--- config.mk ---
export PLATFORM = sky130hd
export DESIGN_NAME = sp_cmd_ctrl
export DESIGN_NICKNAME = d
export VERILOG_FILES = /design/src/rtl/sp_cmd_ctrl.sv
export SDC_FILE = /design/constraint.sdc
export NUM_CORES = 1
export LEC_CHECK = 0
export ABC_AREA = 1
export BUFFER_PORTS_ARGS = -buffer_cell sky130_fd_sc_hd__buf_4
export CAP_MARGIN = 15
export CELL_PAD_IN_SITES_DETAIL_PLACEMENT = 0
export CELL_PAD_IN_SITES_GLOBAL_PLACEMENT = 2
export CORE_ASPECT_RATIO = 0.9
export CORE_MARGIN = 4
export CORE_UTILIZATION = 35
export CTS_CLUSTER_SIZE = 12
export DETAILED_ROUTE_END_ITERATION = 7
export HOLD_SLACK_MARGIN = 0.02
export PLACE_DENSITY_LB_ADDON = 0.1
export SKIP_LAST_GASP = 1
export SYNTH_ARGS = -nofsm -noshare
export SYNTH_HDL_FRONTEND = slang
export SYNTH_SLANG_ARGS = --single-unit
--- constraint.sdc ---
create_clock -name clk -period 9.71 [get_ports clk]
set_clock_uncertainty 0.05 [all_clocks]
set_input_delay 1.4565 -clock clk [delete_from_list [all_inputs] [get_ports clk]]
set_output_delay 1.4565 -clock clk [all_outputs]
set_load 0.1 [all_outputs]
--- src/rtl/sp_cmd_ctrl.sv ---
// ============================================================================
// sp_cmd_ctrl - JTAG source/probe command bridge onto a req/ack register bus
// Revision: 1.0
// ============================================================================
`default_nettype none

module sp_cmd_ctrl #(
    parameter  int ADDR_WIDTH = 8,
    parameter  int DATA_WIDTH = 32,
    parameter  int TIMEOUT    = 255,
    localparam int SRC_W      = 2 + ADDR_WIDTH + DATA_WIDTH,
    localparam int PRB_W      = 3 + DATA_WIDTH
) (
    input  logic                  clk,
    input  logic                  rst,
    input  logic [SRC_W-1:0]      source,
    output logic [PRB_W-1:0]      probe,
    output logic                  bus_req,
    output logic                  bus_we,
    output logic [ADDR_WIDTH-1:0] bus_addr,
    output logic [DATA_WIDTH-1:0] bus_wdata,
    input  logic                  bus_ack,
    input  logic [DATA_WIDTH-1:0] bus_rdata
);

    localparam int CNT_W = (TIMEOUT < 1) ? 1 : $clog2(TIMEOUT + 1);
    localparam logic [CNT_W-1:0] C_TMO     = CNT_W'(TIMEOUT);
    localparam logic [CNT_W-1:0] C_CNT_MAX = '1;

    typedef enum logic [1:0] {
        ST_IDLE = 2'd0,
        ST_REQ  = 2'd1,
        ST_DONE = 2'd2
    } state_t;

    state_t                  r_state;
    state_t                  r_next;
    logic [SRC_W-1:0]        r_s1;
    logic [SRC_W-1:0]        r_s2;
    logic [SRC_W-1:0]        r_s3;
    logic                    r_last_tog;
    logic                    r_tog;
    logic                    r_we;
    logic [ADDR_WIDTH-1:0]   r_addr;
    logic [DATA_WIDTH-1:0]   r_wdata;
    logic [CNT_W-1:0]        r_cnt;
    logic [1:0]              r_status;
    logic [DATA_WIDTH-1:0]   r_data;
    logic [PRB_W-1:0]        r_probe;

    logic                    w_detect;
    logic                    w_timeout;

    // A command is taken only once the synchronised word has been stable for a cycle
    assign w_detect  = (r_s2 == r_s3) && (r_s2[SRC_W-1] != r_last_tog);
    assign w_timeout = (TIMEOUT != 0) && (r_cnt == C_TMO);

    always_ff @(posedge clk or posedge rst) begin
        if (rst) begin
            r_state <= ST_IDLE;
        end else begin
            r_state <= r_next;
        end
    end

    always_comb begin
        r_next = r_state;
        case (r_state)
            ST_IDLE: if (w_detect) r_next = ST_REQ;
            ST_REQ:  if (bus_ack || w_timeout) r_next = ST_DONE;
            ST_DONE: r_next = ST_IDLE;
            default: r_next = ST_IDLE;
        endcase
    end

    always_ff @(posedge clk or posedge rst) begin
        if (rst) begin
            r_s1       <= '0;
            r_s2       <= '0;
            r_s3       <= '0;
            r_last_tog <= 1'b0;
            r_tog      <= 1'b0;
            r_we       <= 1'b0;
            r_addr     <= '0;
            r_wdata    <= '0;
            r_cnt      <= '0;
            r_status   <= 2'b00;
            r_data     <= '0;
            r_probe    <= '0;
        end else begin
            r_s1 <= source;
            r_s2 <= r_s1;
            r_s3 <= r_s2;
            case (r_state)
                ST_IDLE: begin
                    if (w_detect) begin
                        r_tog   <= r_s2[SRC_W-1];
                        r_we    <= r_s2[SRC_W-2];
                        r_addr  <= r_s2[DATA_WIDTH +: ADDR_WIDTH];
                        r_wdata <= r_s2[DATA_WIDTH-1:0];
                        r_cnt   <= '0;
                    end
                end
                ST_REQ: begin
                    // Ack has priority over a coincident timeout
                    if (bus_ack) begin
                        r_status <= 2'b00;
                        r_data   <= r_we ? r_wdata : bus_rdata;
                    end else if (w_timeout) begin
                        r_status <= 2'b01;
                        r_data   <= '0;
                    end else if (r_cnt != C_CNT_MAX) begin
                        r_cnt <= r_cnt + CNT_W'(1);
                    end
                end
                ST_DONE: begin
                    r_probe    <= {r_tog, r_status, r_data};
                    r_last_tog <= r_tog;
                end
                default: ;
            endcase
        end
    end

    assign bus_req   = (r_state == ST_REQ);
    assign bus_we    = r_we;
    assign bus_addr  = r_addr;
    assign bus_wdata = r_wdata;
    assign probe     = r_probe;

endmodule

`default_nettype wire

==> results.cfg, run 1 <==
[run_status]
status = finished, final reports clean

[global_route]
grt_max_degree = 88
grt_antenna_before_repair = 0
grt_first_pass_wirelength_microns = 38680
grt_pass1_vias = 6688
grt_overflow = 0
grt.total_usage_pct = 16.38

[setup_path]
ff2ff_setup_slack_ns = 7.42
crit_required_ns = 8.20
r2r_cells = 10
crit_buf_inv = 2
start_kind = flop
cp_data_arrival_time_ns = 1.55
timing.rr.end = r_data[29]
crit_path_max_incr_delay_ns = 0.38
rr_startpoint = r_cnt[0]
crit_family = buffers and inverters
endpoint_kind = output port
path_max_fanout = 9
cp_cell_sequence = inv_1 -> nor2_4 -> buf_4
cpMaxStageDelayCell = dfrtp_1
critPathLaunch = r_state[0]
path_class = flop to output port

[place]
port_buffers = 152
gp_congestion = 0.7934
post-place-ws_ns = 6.502
place_hpwl_microns = 16810
placedCellCount = 1450
post_dp_cell_area_sq_um = 10890

[yosys]
ys_async_sr_fraction_pct = 100.0
yosys_register_bits = 245
synth_fa_ha_area_share_pct = 0.1320
synth-simple-area-share_pct = 20.51
ys_warn_count = 0
synth_compound_area_share_pct = 5.729
ys.flop_type = dfrtp_1
synthXorXnorAreaFrac_pct = 1.201
synth_top_family_by_area = simple AND/OR/NAND/NOR gates
synth_cell_types = 32
synth.cell_area_sq_um = 9479
synth_nets = 1055
avgSynthCellArea_sq_um = 9.702
muxShareOfSynthArea_pct = 0.1188
synth-edff-count = 0
yosysSeqAreaShare_pct = 64.68
synthCells = 977

[floorplanning]
io-pin-count = 154
core_area_sq_um = 26350
die_w_microns = 181.5
die_h_microns = 164.1
rows = 56
fp.dieArea_sq_um = 29780
start_util_pct = 35.98

[sta]
timing.final.max_slew_violations = 0
setup_ws_ns = 6.650
report.final.hold_viol_count = 0
setup_viol = 0
tightest_slew_ns = 0.9973
setup_tns_ns = 0
max_freq_mhz = 326.8
period_needed_ns = 3.060
grt_setup_unrepaired = false
min_period_over_period_pct = 31.52
slew_headroom_pct = 33.51

[routing]
viasPerCell = 4.437
wirelength_microns = 24310
num_vias = 6638
routedWlPerCell_microns = 16.25
detail-route-antenna-nets = 0
drcViolationCount = 0
first_pass_iters = 4
drt_iter0_drc = 326

[final_layout]
drive_above_1_share_pct = 18.82
nets = 1209
final.fill_count = 2619
syn_to_final_growth_pct = 24.33
utilization_pct = 44.73
antenna_cells = 0
stdcell_count = 1496
final_cell_mix = nand2_1 (274), dfrtp_1 (245), buf_4 (159)
final_common_cell = nand2_1
final_cell_area_sq_um = 11790

[cts]
clk_root_buffer_cell = clkbuf_16
cts_tree = done
clock_path_buffers = 3
cts_num_sinks = 245
htreeDepth = 1
hold_buffers = 0
postCtsSetupBuffers = 0
cts_buffers = 27
clk_latency_ns = 0.52
cts_resized = 0
clkTransAtPathRegs_ns = 0.06

[job]
max-cap-violations = 0

[worst_hold_path]
hp-class = flop to flop
hold-path-cell-count = 0
hold-path-endpoint = r_s2[10]
min_from = r_s1[10]

[pwr]
leakagePower_nw = 6.211
powerDensity_nw_per_um2 = 185.4
peakVddDrop_v = 0.0001590
[report_power, final]
group | switching, W | internal (W)
clock network | 0.000392 | 0.000629
logic | 0.0000578 | 0.0000383
registers | 0.0000196 | 0.00105
total | 0.000469 | 0.00172
[stage by stage]
| stage | hold WS (ns) | total power [W] |
|---|---|---|
| 6_report | 0.2909 | 0.002185 |
| 5_1_grt | 0.2987 | 0.002275 |
| 4_1_cts | 0.2950 | 0.002220 |
| 3_5_place_dp | 0.2847 | 0.001186 |
| 3_3_place_gp | 0.2822 | 0.001185 |
| 2_1_floorplan | 0.2812 | 0.001135 |
[logic make-up (layout without fill, tap and decap cells)]
| kind of cell | after synthesis | in the layout |
|---|---|---|
| AND/OR/NAND/NOR | 468 | 468 |
| multiplexers | 1 | 1 |
| buffers and inverters | 164 | 335 |
| other | 1 | 1 |
| AO/OA/AOI/OAI | 84 | 84 |
| XOR/XNOR | 13 | 13 |
| flip-flops | 245 | 245 |
| adder cells (fa/ha/maj) | 1 | 1 |
[state kept, by name (all words and copies together), names as in the netlist]
name / count
r_cnt: 8
r_s1: 42
r_tog: 1
r_status: 1
r_state: 2
bus_wdata: 32
r_s2: 42
bus_addr: 8
probe: 34
r_data: 32
r_s3: 42
bus_we: 1
[area by class of cell]
| type | count | area (sq um) | share of cell area [%] |
|---|---|---|---|
| inverter | 130 | 495.5 | 4.204 |
| timing repair buffer | 159 | 1194 | 10.13 |
| clock inverter | 4 | 76.32 | 0.6476 |
| tap | 348 | 435.4 | 3.695 |
| clock buffer | 42 | 822.0 | 6.975 |
| multi-input combinational | 568 | 2631 | 22.33 |
| sequential | 245 | 6131 | 52.02 |
[worst max-delay path by stage]
stage | slack, ns | cells past startpoint | endpoint
floorplan | 1.47 | 1 | bus_addr[0]
CTS | 6.61 | 3 | bus_req
detailed placement | 6.50 | 3 | r_s3[1]
global placement | 6.49 | 3 | r_s3[1]
global route | 6.58 | 3 | bus_req
finish | 6.65 | 3 | bus_req
[layer usage]
layer	wire, microns	track usage (%)
met2	10800	25.42
met4	521	3.547
met3	956	2.325
met1	12040	24.64
met5	0	0
[synthesized netlist by cell type, types with 3 or more instances]
cell | number | share of area [%]
buf_6 | 11 | 1.3
o21ai_1 | 4 | 0.21
xnor2_1 | 10 | 0.92
xor2_1 | 3 | 0.28
nor3_1 | 4 | 0.21
nand3_1 | 57 | 3.0
o32ai_1 | 32 | 3.0
buf_2 | 11 | 0.58
dfrtp_1 | 245 | 65
nor2_1 | 105 | 4.2
nand2_1 | 275 | 11
nand2_2 | 4 | 0.26
o21ai_0 | 42 | 2.2
clkbuf_1 | 10 | 0.40
a21oi_1 | 5 | 0.26
and2_1 | 5 | 0.33
nand4_1 | 9 | 0.59
inv_1 | 127 | 5.0
Note: power is estimated with default switching activity, not from simulation.
==> run 2, diff against run 1 <==
clock period = 2.9 ns   (was 9.71 ns; I/O delays follow)
==> results.cfg, run 2 (synthesis results as in run 1) <==
[cts]
htreeDepth = 1
cts_resized = 0
clk_latency_ns = 0.53
clkTransAtPathRegs_ns = 0.06
cts_buffers = 27
cts_num_sinks = 245
cts_tree = done
clk_root_buffer_cell = clkbuf_16
clock_path_buffers = 3

[sta]
grt_setup_unrepaired = false
period_needed_ns = 2.213
setup_ws_ns = 0.6866
setup_viol = 0
slew_headroom_pct = 50.31
tightest_slew_ns = 0.7428
min_period_over_period_pct = 76.32
report.final.hold_viol_count = 0
max_freq_mhz = 451.8
timing.final.max_slew_violations = 0

[routing]
num_vias = 6858
detail-route-antenna-nets = 0
viasPerCell = 4.442
drt_iter0_drc = 391
routedWlPerCell_microns = 15.88
wirelength_microns = 24510
first_pass_iters = 5
drcViolationCount = 0

[pwr]
leakagePower_nw = 6.412
powerDensity_nw_per_um2 = 593.5
power_w = 0.007274
peakVddDrop_v = 0.0004190

[final_layout]
syn_to_final_growth_pct = 29.30
drive_above_1_share_pct = 18.48
final.fill_count = 2578
largest_registers = r_s1: 42 flops, r_s2: 42 flops, r_s3: 42 flops
final_cell_mix = nand2_1 (274), dfrtp_1 (245), buf_4 (160)
antenna_cells = 0
final_common_cell = nand2_1
nets = 1257

[setup_path]
path_class = flop to flop
crit_required_ns = 3.26
start_kind = flop
path_max_fanout = 42
cp_data_arrival_time_ns = 2.58
ff2ff_setup_slack_ns = 0.69
endpoint_kind = flop

[floorplanning]
start_util_pct = 35.98
die_w_microns = 181.5
die_h_microns = 164.1
rows = 56
fp.dieArea_sq_um = 29780
io-pin-count = 154
core_area_sq_um = 26350

[job]
max-cap-violations = 0

[place]
place_hpwl_microns = 17110
post-place-ws_ns = 0.6537
port_buffers = 152
gp_congestion = 0.8126

[global_route]
grt_overflow = 0
grt.total_usage_pct = 16.84
grt_antenna_before_repair = 0
grt_first_pass_wirelength_microns = 39960
grt_pass1_vias = 7003
grt_max_degree = 80

[worst_hold_path]
hp-class = input pin to flop

[run_status]
status = finished, final reports clean
[run 2: area by class of cell]
class                           instances  area, sq um  area share, %
Sequential cell                       245         6131          50.02
Multi-Input combinational cell        568         2631          21.47
Timing Repair Buffer                  207         1712          13.96
Clock buffer                           37        753.2          6.145
Inverter                              130        491.7          4.012
Tap cell                              348        435.4          3.552
Clock inverter                          9        102.6         0.8371
[run 2: per-layer routing]
layer | up-vias | GRT usage, % | part of all wire (%)
met1 | 3229 | 24.81 | 48
li1 | 3457 | - | -
met5 | - | 0 | 0
met4 | 0 | 3.206 | 1.7
met3 | 32 | 2.945 | 4.8
met2 | 140 | 26.55 | 45
[run 2: path summary, 6_finish.rpt]
check | start | to | cells after the start
min in group asynchronous | rst | r_s1[27] | 3
worst max-delay path | r_s2[9] | bus_wdata[30] | 11
worst min register to register | r_s1[40] | r_s2[40] | 0
max in group asynchronous | rst | r_s2[31] | 4
worst min-delay path | bus_rdata[17] | r_data[17] | 3
worst max register to register | r_s2[9] | bus_wdata[30] | 11
[run 2: repair_timing]
item	CTS	global route
hold endpoints to repair	59	0
hold buffers	43	0
setup buffers	0	0
[run 2: worst max-delay path, stage by stage, from the launching register on]
cell and delay (ns):
dfrtp_1 0.43, inv_1 0.08, nand2_1 0.06, o21ai_1 0.06, nor2_1 0.23, nand2_1 0.10, nor2_2 0.14, inv_1 0.06
nor2_2 0.12, nand3_4 0.46, nand2_1 0.22, nand2_1 0.07
[run 2: report_power, final]
part / switching, W / total (W) / internal (W) / leakage [nW]
clock: 0.00134 / 0.00332 / 0.00198 / 0.425
combinational: 0.000203 / 0.000376 / 0.000173 / 2.86
sequential: 0.0000655 / 0.00357 / 0.00351 / 3.13
[run 2: per-stage QoR]
step	utilization [%]	instances	instance area, sq um	hold slack, ns	TNS [ns]
2_1_floorplan	-	977	9483	0.2812	-196.68
3_3_place_gp	41.64	1455	10970	0.2817	0
3_5_place_dp	41.64	1455	10970	0.2847	0
4_1_cts	46.52	1544	12260	0.1312	0
5_1_grt	46.52	1544	12260	0.1410	0
6_report	46.52	1544	12260	0.1504	0
==> run 3, diff against run 2 <==
CORE_UTILIZATION = 31   (was 35)
clock period = 1.9 ns   (was 2.9 ns; I/O delays follow)
==> results.cfg, run 3 (synthesis results as in run 1) <==
[pwr]
power_frac_seq_pct = 48.7
power.switching_w = 0.002506
swShare_pct = 22.38
p_int_w = 0.008693
powerDensity_nw_per_um2 = 825.1
p_comb_share_pct = 6.6
leakagePower_nw = 6.937
peakVddDrop_v = 0.0006290
clkPwrFrac_pct = 44.7

[setup_path]
start_kind = flop
cp_data_arrival_time_ns = 2.27
path_class = flop to flop
crit_path_max_incr_delay_ns = 0.40
cpMaxStageDelayCell = dfrtp_1
crit_required_ns = 2.30
path_max_fanout = 8
crit_top_cell = nor2_4
ff2ff_setup_slack_ns = 0.03
cp_cell_sequence = xor2_2 -> buf_4 -> nor2_4 -> nand2_2 -> nor2_4 -> nand3b_4 -> nor2_8 -> clkbuf_16 -> nand3_2 -> nand2_1
endpoint_kind = flop

[sta]
timing.final.max_slew_violations = 0
grt_setup_unrepaired = true
period_needed_ns = 1.869
min_period_over_period_pct = 98.39
max_freq_mhz = 534.9
report.final.hold_viol_count = 0
setup_tns_ns = 0
setup_viol = 0

[run_status]
status = finished, final reports clean

[global_route]
grt.total_usage_pct = 15.76
grt_first_pass_wirelength_microns = 41560
grt_overflow = 0
grt_antenna_before_repair = 0
grt_max_degree = 67
grt_pass1_vias = 7308

[routing]
wirelength_microns = 27790
viasPerCell = 4.292
detail-route-antenna-nets = 0
num_vias = 7253
drt_iter0_drc = 343
first_pass_iters = 4
drcViolationCount = 0
routedWlPerCell_microns = 16.44

[floorplanning]
start_util_pct = 31.57
core_area_sq_um = 30030
rows = 60
die_h_microns = 173.9
fp.dieArea_sq_um = 33440
io-pin-count = 154
die_w_microns = 192.3

[worst_hold_path]
hp-class = input pin to flop

[place]
gp_congestion = 0.7621
port_buffers = 152
place_hpwl_microns = 18880

[cts]
clk_latency_ns = 0.52
htreeDepth = 1
clkTransAtPathRegs_ns = 0.06
cts_buffers = 27
cts_tree = done
clk_root_buffer_cell = clkbuf_16
clock_path_buffers = 3
cts_num_sinks = 245

[final_layout]
final_common_cell = nand2_1
largest_registers = r_s1: 42 flops, r_s2: 42 flops, r_s3: 42 flops
drive_above_1_share_pct = 26.65
nets = 1347
antenna_cells = 0
multiInputGateArea_sq_um = 2889
final_cell_mix = nand2_1 (263), dfrtp_1 (237), buf_4 (199)
utilization_pct = 45.20
seq_area_sq_um = 6141
final.fill_count = 2973
syn_to_final_growth_pct = 43.20

[job]
max-cap-violations = 0
run 3: changes by cell type in the layout (fill, tap and decap cells not counted), moves of 7 or more:
cell           before  now
clkbuf_16          27   34
nand2_2             5   15
dfrtp_1           245  237
nand3_2             1   17
buf_4             160  199
dfrtp_2             0    8
nand2_1           274  263
dlygate4sd3_1      43   73
nand3_1            57   38
nor2_1            105   93
run 3: area by class of cell:
type	count	share of cell area (%)
flip-flops and latches	245	45.24
multi-input cells	568	21.28
repair buffers	297	19.90
clock buffers	40	5.779
well taps	403	3.715
inverters	130	3.622
clock inverters	7	0.4609
run 3: final timing paths:
path                                     from             to  depth (start not counted)
worst max-delay path                  r_s3[7]  bus_wdata[24]                         10
worst min-delay path            bus_rdata[27]     r_data[27]                          3
worst max register to register        r_s3[7]  bus_wdata[24]                         10
worst min register to register       r_s1[30]       r_s2[30]                          0
max in group asynchronous                 rst      probe[19]                          5
min in group asynchronous                 rst     r_data[24]                          4
run 3: timing repair:
action | CTS | global route
gates cloned | 0 | 8
setup buffers | 2 | 11
hold buffers | 73 | 0
pin swaps | 1 | 13
endpoints found under the setup margin | 44 | 83
gates resized for setup | 6 | 77
endpoints found under the hold margin | 104 | 0
run 3: layer usage:
| metal | routed length [microns] | part of all wire (%) | vias up | GRT usage [%] |
|---|---|---|---|---|
| met5 | 0 | 0 | - | 0 |
| met4 | 459 | 1.7 | 0 | 2.793 |
| met3 | 1096 | 3.9 | 27 | 2.249 |
| met2 | 12670 | 46 | 130 | 25.04 |
| met1 | 13570 | 49 | 3451 | 23.35 |
| li1 | - | - | 3645 | - |
run 3: power by group through the flow:
stage	Clock (W)	Combinational [W]	Sequential, W
global placement	0	0.000589	0.00554
detailed placement	0	0.000586	0.00555
CTS	0.00516	0.000712	0.00545
floorplan	0	0.000284	0.00552
global route	0.00537	0.000830	0.00547
finish	0.00501	0.000735	0.00546
run 3: critical path, delay by kind of cell, from the launching register on:
kind | cells | cell delay [ns]
flip-flops | 1 | 0.40
buffers and inverters | 2 | 0.37
XOR/XNOR | 1 | 0.20
AND/OR/NAND/NOR | 7 | 0.78
run 3: per-stage QoR:
stage	total power [W]	area, sq um	hold WS, ns	cells	setup slack, ns
2_1_floorplan	0.005801	9483	0.2664	977	-1.653
3_3_place_gp	0.006134	11410	0.2824	1549	-0.1018
3_5_place_dp	0.006135	11410	0.2856	1549	-0.1036
4_1_cts	0.01133	13020	0.02095	1671	-0.01673
5_1_grt	0.01167	13570	0.04860	1690	-0.05881
6_report	0.01120	13570	0.03787	1690	0.03056
